File: src/rtl/fp_acc_if.sv
// Operand/sum handshake bundle for the floating-point window accumulator.
interface fp_acc_if #(
    parameter int EW = 5,
    parameter int MW = 10
);
    logic          in_valid;
    logic          in_ready;
    logic          in_sign;
    logic [EW-1:0] in_exponent;
    logic [MW-1:0] in_mant;
    logic          in_last;
    logic          out_valid;
    logic          out_ready;
    logic [EW+MW:0] out_data;
    logic          out_overflow;

    modport master (
        output in_valid, in_sign, in_exponent, in_mant, in_last, out_ready,
        input  in_ready, out_valid, out_data, out_overflow
    );

    modport slave (
        input  in_valid, in_sign, in_exponent, in_mant, in_last, out_ready,
        output in_ready, out_valid, out_data, out_overflow
    );
endinterface

File: src/rtl/fp_accumulator.sv
// Multi-cycle floating-point accumulator: sums each operand window and emits
// one truncated sum with a sticky saturation flag per window.
module fp_accumulator #(
    parameter int EXPONENT_WIDTH = 5,
    parameter int MANTISSA_WIDTH = 10
) (
    input  logic clk,
    input  logic rst_n,
    fp_acc_if.slave bus
);
    localparam int EW   = EXPONENT_WIDTH;
    localparam int MW   = MANTISSA_WIDTH;
    localparam int EMAX = (1 << EW) - 1;

    typedef enum logic [2:0] {ACCEPT, ALIGN, ADD, NORM, DONE} state_t;
    state_t state, state_nxt;

    logic          acc_sign, op_sign, a_sign, b_sign, op_last, ovf;
    logic [EW-1:0] acc_exp, op_exp, a_exp;
    logic [MW-1:0] acc_mant, op_mant;
    logic [MW:0]   a_mag, b_mag;
    logic [MW+1:0] sum;

    wire take = bus.in_valid && (state == ACCEPT);

    always_ff @(posedge clk or negedge rst_n) begin
        if (!rst_n) state <= ACCEPT;
        else        state <= state_nxt;
    end

    always_comb begin
        state_nxt = state;
        case (state)
            ACCEPT: if (bus.in_valid) state_nxt = ALIGN;
            ALIGN:  state_nxt = ADD;
            ADD:    state_nxt = NORM;
            NORM:   state_nxt = op_last ? DONE : ACCEPT;
            DONE:   if (bus.out_ready) state_nxt = ACCEPT;
            default: state_nxt = ACCEPT;
        endcase
    end

    // Alignment: larger magnitude becomes A, smaller is shifted right with truncation.
    logic          op_big;
    logic [MW:0]   acc_mag, op_mag, small_mag;
    logic [EW-1:0] big_exp, small_exp, diff;
    always_comb begin
        acc_mag   = {acc_exp != '0, acc_mant};
        op_mag    = {op_exp != '0, op_mant};
        op_big    = {op_exp, op_mant} > {acc_exp, acc_mant};
        big_exp   = op_big ? op_exp : acc_exp;
        small_exp = op_big ? acc_exp : op_exp;
        small_mag = op_big ? acc_mag : op_mag;
        diff      = big_exp - small_exp;
    end

    // Normalisation with single-cycle leading-one search over the sum.
    int            lead, shift, n_exp;
    logic [MW:0]   norm_mag;
    logic [MW-1:0] n_mant;
    logic          n_zero, n_sat;
    always_comb begin
        lead = 0;
        for (int i = 0; i <= MW; i++)
            if (sum[i]) lead = i;
        shift    = MW - lead;
        norm_mag = sum[MW:0] << shift;
        if (sum[MW+1]) begin
            n_mant = sum[MW:1];
            n_exp  = int'(a_exp) + 1;
        end else begin
            n_mant = norm_mag[MW-1:0];
            n_exp  = int'(a_exp) - shift;
        end
        n_zero = (sum == '0) || (n_exp < 1);
        n_sat  = !n_zero && (n_exp >= EMAX);
    end

    always_ff @(posedge clk or negedge rst_n) begin
        if (!rst_n) begin
            acc_sign <= 1'b0; acc_exp <= '0; acc_mant <= '0; ovf <= 1'b0;
            op_sign  <= 1'b0; op_exp  <= '0; op_mant  <= '0; op_last <= 1'b0;
            a_sign   <= 1'b0; a_exp   <= '0; a_mag    <= '0;
            b_sign   <= 1'b0; b_mag   <= '0; sum      <= '0;
        end else begin
            case (state)
                ACCEPT: if (take) begin
                    op_sign <= bus.in_sign;
                    op_last <= bus.in_last;
                    if (bus.in_exponent == EW'(EMAX)) begin
                        op_exp  <= EW'(EMAX - 1);
                        op_mant <= '1;
                        ovf     <= 1'b1;
                    end else if (bus.in_exponent == '0) begin
                        op_exp  <= '0;
                        op_mant <= '0;
                    end else begin
                        op_exp  <= bus.in_exponent;
                        op_mant <= bus.in_mant;
                    end
                end
                ALIGN: begin
                    a_sign <= op_big ? op_sign : acc_sign;
                    b_sign <= op_big ? acc_sign : op_sign;
                    a_exp  <= big_exp;
                    a_mag  <= op_big ? op_mag : acc_mag;
                    b_mag  <= (int'(diff) >= MW + 2) ? '0 : (small_mag >> diff);
                end
                ADD: sum <= (a_sign == b_sign) ? {1'b0, a_mag} + {1'b0, b_mag}
                                               : {1'b0, a_mag} - {1'b0, b_mag};
                NORM: begin
                    if (n_zero) begin
                        acc_sign <= 1'b0; acc_exp <= '0; acc_mant <= '0;
                    end else if (n_sat) begin
                        acc_sign <= a_sign; acc_exp <= EW'(EMAX - 1); acc_mant <= '1;
                        ovf      <= 1'b1;
                    end else begin
                        acc_sign <= a_sign; acc_exp <= n_exp[EW-1:0]; acc_mant <= n_mant;
                    end
                end
                DONE: if (bus.out_ready) begin
                    acc_sign <= 1'b0; acc_exp <= '0; acc_mant <= '0; ovf <= 1'b0;
                end
                default: ;
            endcase
        end
    end

    // rst_n gating keeps the handshake closed while reset is held.
    assign bus.in_ready     = rst_n && (state == ACCEPT);
    assign bus.out_valid    = (state == DONE);
    assign bus.out_data     = (state == DONE) ? {acc_sign, acc_exp, acc_mant} : '0;
    assign bus.out_overflow = (state == DONE) && ovf;
endmodule

File: src/flat_wrapper.sv
// flat-port wrapper written by rule: the top's interface ports become plain ports
module fp_accumulator_flat 
#(
    parameter int EXPONENT_WIDTH = 5,
    parameter int MANTISSA_WIDTH = 10
)
  (clk, rst_n, bus_in_valid, bus_in_sign, bus_in_exponent, bus_in_mant, bus_in_last, bus_out_ready, bus_in_ready, bus_out_valid, bus_out_data, bus_out_overflow);
  fp_acc_if #(.EW(5), .MW(10)) bus_i ();
  input  logic clk;
  input  logic rst_n;
  input wire logic [$bits(bus_i.in_valid)-1:0] bus_in_valid;
  input wire logic [$bits(bus_i.in_sign)-1:0] bus_in_sign;
  input wire logic [$bits(bus_i.in_exponent)-1:0] bus_in_exponent;
  input wire logic [$bits(bus_i.in_mant)-1:0] bus_in_mant;
  input wire logic [$bits(bus_i.in_last)-1:0] bus_in_last;
  input wire logic [$bits(bus_i.out_ready)-1:0] bus_out_ready;
  output wire logic [$bits(bus_i.in_ready)-1:0] bus_in_ready;
  output wire logic [$bits(bus_i.out_valid)-1:0] bus_out_valid;
  output wire logic [$bits(bus_i.out_data)-1:0] bus_out_data;
  output wire logic [$bits(bus_i.out_overflow)-1:0] bus_out_overflow;
  assign bus_i.in_valid = bus_in_valid;
  assign bus_i.in_sign = bus_in_sign;
  assign bus_i.in_exponent = bus_in_exponent;
  assign bus_i.in_mant = bus_in_mant;
  assign bus_i.in_last = bus_in_last;
  assign bus_i.out_ready = bus_out_ready;
  assign bus_in_ready = bus_i.in_ready;
  assign bus_out_valid = bus_i.out_valid;
  assign bus_out_data = bus_i.out_data;
  assign bus_out_overflow = bus_i.out_overflow;
  fp_accumulator #(.EXPONENT_WIDTH(EXPONENT_WIDTH), .MANTISSA_WIDTH(MANTISSA_WIDTH)) u_core (.clk(clk), .rst_n(rst_n), .bus(bus_i));
endmodule
File: config.mk
export PLATFORM = sky130hd
export DESIGN_NAME = fp_accumulator_flat
export DESIGN_NICKNAME = d
export VERILOG_FILES = /design/src/rtl/fp_acc_if.sv /design/src/rtl/fp_accumulator.sv /design/src/flat_wrapper.sv
export SDC_FILE = /design/constraint.sdc
export NUM_CORES = 1
export LEC_CHECK = 0
export ABC_CLOCK_PERIOD_IN_PS = 6810
export BUFFER_PORTS_ARGS = -buffer_cell sky130_fd_sc_hd__buf_2
export CORE_UTILIZATION = 30
export CTS_BUF_LIST = sky130_fd_sc_hd__clkbuf_8
export CTS_CLUSTER_SIZE = 10
export DETAILED_ROUTE_END_ITERATION = 10
export PLACE_DENSITY = 0.5
export SYNTH_ARGS = -nofsm -noshare
export SYNTH_HDL_FRONTEND = slang
export SYNTH_SLANG_ARGS = --single-unit
export TNS_END_PERCENT = 5
File: constraint.sdc
create_clock -name clk -period 6.81 [get_ports clk]
set_clock_uncertainty 0.15 [all_clocks]
set_input_delay 2.043 -clock clk [delete_from_list [all_inputs] [get_ports clk]]
set_output_delay 2.043 -clock clk [all_outputs]
set_load 0.005 [all_outputs]
==> report_table.html <==
<table>
<tr><th>Metric</th><th>Value</th></tr>
<tr><th colspan="2">Placement</th></tr>
<tr><td>Post-Place Setup Slack</td><td>1.523 ns</td></tr>
<tr><td>Number of port buffers</td><td>39</td></tr>
<tr><td>Placer Congestion</td><td>about 0.85</td></tr>
<tr><td>Sum of net half-perimeters after detailed placement</td><td>between 10 and 15 mm</td></tr>
<tr><th colspan="2">Worst setup path</th></tr>
<tr><td>Required time of the critical path</td><td>roughly 6.9 ns</td></tr>
<tr><td>Arrival @ worst endpoint</td><td>roughly 5.4 ns</td></tr>
<tr><td>Sort of element at the end of the critical path</td><td>flop</td></tr>
<tr><td>Crit Reg-Reg Startpoint</td><td>u_core.sum[5]</td></tr>
<tr><td>Worst setup path startpoint</td><td>u_core.sum[5]</td></tr>
<tr><td>Worst r2r dst</td><td>u_core.acc_mant[9]</td></tr>
<tr><td>Setup slack on the worst flop-to-flop path</td><td>~1.5 ns</td></tr>
<tr><td>Crit path max fanout</td><td>11</td></tr>
<tr><td>Depth of the worst register-to-register path</td><td>16</td></tr>
<tr><td>Crit start category</td><td>flop</td></tr>
<tr><td>Category of the most critical setup path</td><td>flop to flop</td></tr>
<tr><td>End point of the critical path</td><td>u_core.acc_mant[9]</td></tr>
<tr><th colspan="2">Synthesis</th></tr>
<tr><td>Number of synthesized flops with an enable pin</td><td>0</td></tr>
<tr><td>YS warnings</td><td>0</td></tr>
<tr><td>Flip-flop and latch count after synthesis</td><td>78</td></tr>
<tr><td>Sequential-to-total area share from yosys stat</td><td>between 30% and 40%</td></tr>
<tr><td>Synthesized instance count</td><td>~730</td></tr>
<tr><td>Synth Cell Area</td><td>between 0.006 and 0.007 mm²</td></tr>
<tr><td>Distinct cells, synth</td><td>70</td></tr>
<tr><td>Mean Syn Cell Area</td><td>8.408 µm²</td></tr>
<tr><td>Syn nets</td><td>between 700 and 800</td></tr>
<tr><td>Most instantiated flip-flop cell in the synthesis netlist</td><td>dfrtp_1</td></tr>
<tr><td>Async SR Flop Fraction</td><td>100.0%</td></tr>
<tr><th colspan="2">Global routing</th></tr>
<tr><td>Antenna violations before repair</td><td>0</td></tr>
<tr><td>Number of global-route vias before repair</td><td>about 5,000</td></tr>
<tr><td>Met3 track demand over resource in global routing</td><td>~2.7%</td></tr>
<tr><td>Met2 demand-to-capacity share in global routing</td><td>between 20 and 25%</td></tr>
<tr><td>Total global routing track utilization</td><td>around 16%</td></tr>
<tr><td>Residual overflow from global routing</td><td>0</td></tr>
<tr><td>Largest net degree at the start of global routing</td><td>slightly above 50</td></tr>
<tr><td>First-pass GRT wire length</td><td>around 27 mm</td></tr>
<tr><td>Layer carrying the most global-route usage</td><td>met2</td></tr>
<tr><td>Met1 track demand over resource</td><td>between 20 and 25%</td></tr>
<tr><th colspan="2">Flow run</th></tr>
<tr><td>Maximum Capacitance Violations</td><td>0</td></tr>
<tr><th colspan="2">Timing</th></tr>
<tr><td>Minimum clock period after layout</td><td>5.291 ns</td></tr>
<tr><td>Max_slew headroom</td><td>~30%</td></tr>
<tr><td>Endpoints failing setup</td><td>0</td></tr>
<tr><td>RSZ-0062 raised after global routing</td><td>false</td></tr>
<tr><td>Fin. max-slew vios</td><td>0</td></tr>
<tr><td>Count of final hold-check violations</td><td>0</td></tr>
<tr><td>Setup_tns</td><td>0 ns</td></tr>
<tr><td>Pin slew with the least headroom to its limit</td><td>~1.1 ns</td></tr>
<tr><td>Max Fclk</td><td>between 150 and 200 MHz</td></tr>
<tr><td>Post-route clock period utilization</td><td>about 78%</td></tr>
<tr><td>Final Worst Setup Slack</td><td>between 1.5 and 2 ns</td></tr>
<tr><td>Smallest hold slack</td><td>about 0.33 ns</td></tr>
<tr><th colspan="2">Die</th></tr>
<tr><td>Row count</td><td>a little over 50</td></tr>
<tr><td>Core Region</td><td>roughly 0.020 mm²</td></tr>
<tr><td>IO Pins</td><td>40</td></tr>
<tr><td>Initial standard-cell utilization of the core</td><td>31.09%</td></tr>
<tr><td>Die footprint</td><td>roughly 0.021 mm²</td></tr>
<tr><td>Width of the die</td><td>144.9 µm</td></tr>
<tr><td>Die outline height</td><td>approximately 140 µm</td></tr>
<tr><th colspan="2">Clock tree</th></tr>
<tr><td>Buffer cell driving the clock tree root</td><td>clkbuf_8</td></tr>
<tr><td>Number of levels the H-tree was split into</td><td>3</td></tr>
<tr><td>Num CTS Buffers</td><td>9</td></tr>
<tr><td>Buffers inserted during post-CTS setup optimization</td><td>0</td></tr>
<tr><td>Maximum clock insertion buffer count</td><td>2</td></tr>
<tr><td>CTS Sinks</td><td>78</td></tr>
<tr><td>Reg clk slew, reported paths</td><td>roughly 0.090 ns</td></tr>
<tr><td>Gates resized, CTS repair</td><td>0</td></tr>
<tr><td>Cts hold-fix bufs</td><td>0</td></tr>
<tr><td>Worst skew pair latency</td><td>around 0.37 ns</td></tr>
<tr><td>Clock tree from TritonCTS</td><td>built</td></tr>
<tr><th colspan="2">Status</th></tr>
<tr><td>Outcome</td><td>complete, no violations</td></tr>
<tr><th colspan="2">Cells and area</th></tr>
<tr><td>Count of antenna diodes in the layout</td><td>0</td></tr>
<tr><td>Area growth, synth to finish</td><td>10.68%</td></tr>
<tr><td>Number of fillers in the final layout</td><td>about 2,100</td></tr>
<tr><td>Multi-input combinational cell area</td><td>0.003866 mm²</td></tr>
<tr><td># nets final</td><td>between 800 and 900</td></tr>
<tr><td>Total area of sequential cells</td><td>~0.002 mm²</td></tr>
<tr><td>Share of post-route cells with drive strength above 1</td><td>around 13%</td></tr>
<tr><th colspan="2">Detailed routing</th></tr>
<tr><td>Overall via count from detail_route</td><td>between 5,000 and 6,000</td></tr>
<tr><td>Detailed-route wire length</td><td>approximately 16 mm</td></tr>
<tr><td>Number of DRC markers in iteration 0</td><td>roughly 310</td></tr>
<tr><td>DRC errors left</td><td>0</td></tr>
<tr><td>Iteration count of the initial detailed-routing pass</td><td>4</td></tr>
<tr><td>Detailed-route wire length per cell</td><td>16.08 µm</td></tr>
<tr><td>Count of nets left with antenna violations after detail routing</td><td>0</td></tr>
<tr><td>Routed vias/inst</td><td>5.105</td></tr>
<tr><th colspan="2">Worst hold path</th></tr>
<tr><td>Instance count along the most critical hold path</td><td>2</td></tr>
<tr><td>Worst min-delay path category</td><td>flop to flop</td></tr>
</table>
==> layout by cell type, fill, tap and decap left out, drive strengths merged, types with 4 or more instances in the layout <==
cell type  Yosys  layout
nand2         89      89
dfrtp         78      78
nor2          77      77
a21oi         65      65
o21ai         51      51
buf           12      46
mux2i         42      42
inv           37      38
ha            34      34
nor3          17      17
nand3         16      16
o211ai        15      15
xor2          12      12
clkbuf        27      12
nor2b         11      11
xnor2         11      11
mux2          10      10
nand2b         8       8
nand4          8       8
a22o           8       8
and3           7       7
o21a           7       7
or2            6       6
or3            5       5
mux4           5       5
a211oi         5       5
o31ai          5       5
nor3b          4       4
==> synth_stat cells, drive strengths merged, types with 6 or more instances <==
master	count	area share [%]
clkbuf	27	1.7
nor3	17	1.5
o21a	7	0.86
nand2b	8	0.82
nor2	77	4.7
ha	34	6.9
buf	12	1.2
a22o	8	1.1
inv	37	2.3
o21ai	51	4.2
a21oi	65	5.4
nor2b	11	1.1
dfrtp	78	32
mux2	10	1.8
xnor2	11	1.6
nand4	8	0.82
or2	6	0.65
xor2	12	1.7
mux2i	42	6.9
nand2	89	5.5
o211ai	15	2.7
and3	7	0.71
nand3	16	1.3
==> cells by family (layout without fill, tap and decap cells) <==
group / Yosys count / after routing / share of synthesized area, %
AOI/OAI and AO/OA: 195 / 195 / 21.37
xor gates and xnor gates: 23 / 23 / 3.286
buffers and inverters: 77 / 100 / 5.205
muxes: 57 / 57 / 10.53
and+or+nand+nor: 263 / 263 / 20.17
DFF: 78 / 78 / 31.84
adders and majority gates: 36 / 36 / 7.593
==> metal layers <==
| metal | share of wire, % | wire [µm] |
|---|---|---|
| met1 | 51 | 8299 |
| met3 | 3.5 | 569 |
| met5 | 0 | 0 |
| met2 | 44 | 7118 |
| met4 | 2.2 | 363 |
==> worst min path at each step <==
stage | from | end | slack [ns]
2_1_floorplan | u_core.op_last | u_core.state[2] | 0.30
3_3_place_gp | u_core.op_last | u_core.state[2] | 0.31
3_5_place_dp | u_core.op_last | u_core.state[2] | 0.32
4_1_cts | u_core.op_last | u_core.state[2] | 0.34
5_1_grt | u_core.op_last | u_core.state[2] | 0.37
6_report | u_core.op_last | u_core.state[2] | 0.33
==> critical path, cell delays in order (launching register included) <==
cell and delay [ns]:
dfrtp_1 0.49, nor2_1 0.13, a221oi_1 0.09, o31ai_2 0.67
inv_1 0.15, ha_1 0.53, clkinv_1 0.31, fa_1 0.51
nand2b_1 0.18, or4b_1 0.17, nand3_1 0.09, nand2_1 0.09
xor2_1 0.14, mux2i_1 0.19, o41ai_4 0.38, nand4_1 0.64
o211ai_1 0.28
==> cell type report <==
cell class,count,area share [%]
multi-input combinational,574,56.99
sequential,78,28.77
tap,265,4.887
timing repair buffer,46,3.689
clock buffer,12,2.435
inverter,38,2.103
clock inverter,4,1.125
==> sequential cells by signal, summed over array words and instances (netlist names), 3 cells and up <==
register         cells
u_core.sum          12
u_core.acc_exp       5
u_core.op_mant      10
u_core.a_mag        11
u_core.b_mag        11
u_core.acc_mant     10
u_core.a_exp         5
u_core.op_exp        5
u_core.state         3
==> stage by stage <==
stage	area [µm²]	util (%)	cells
finish	6784	34.41	1017
global route	6784	34.41	1017
CTS	6784	34.41	1017
detailed placement	6543	33.18	1001
global placement	6543	33.18	1001
floorplan	6130	-	729
Power is left out: the tool's default activity adds up to more than one toggle a clock period on the data nets, which glitch-free logic cannot reach.
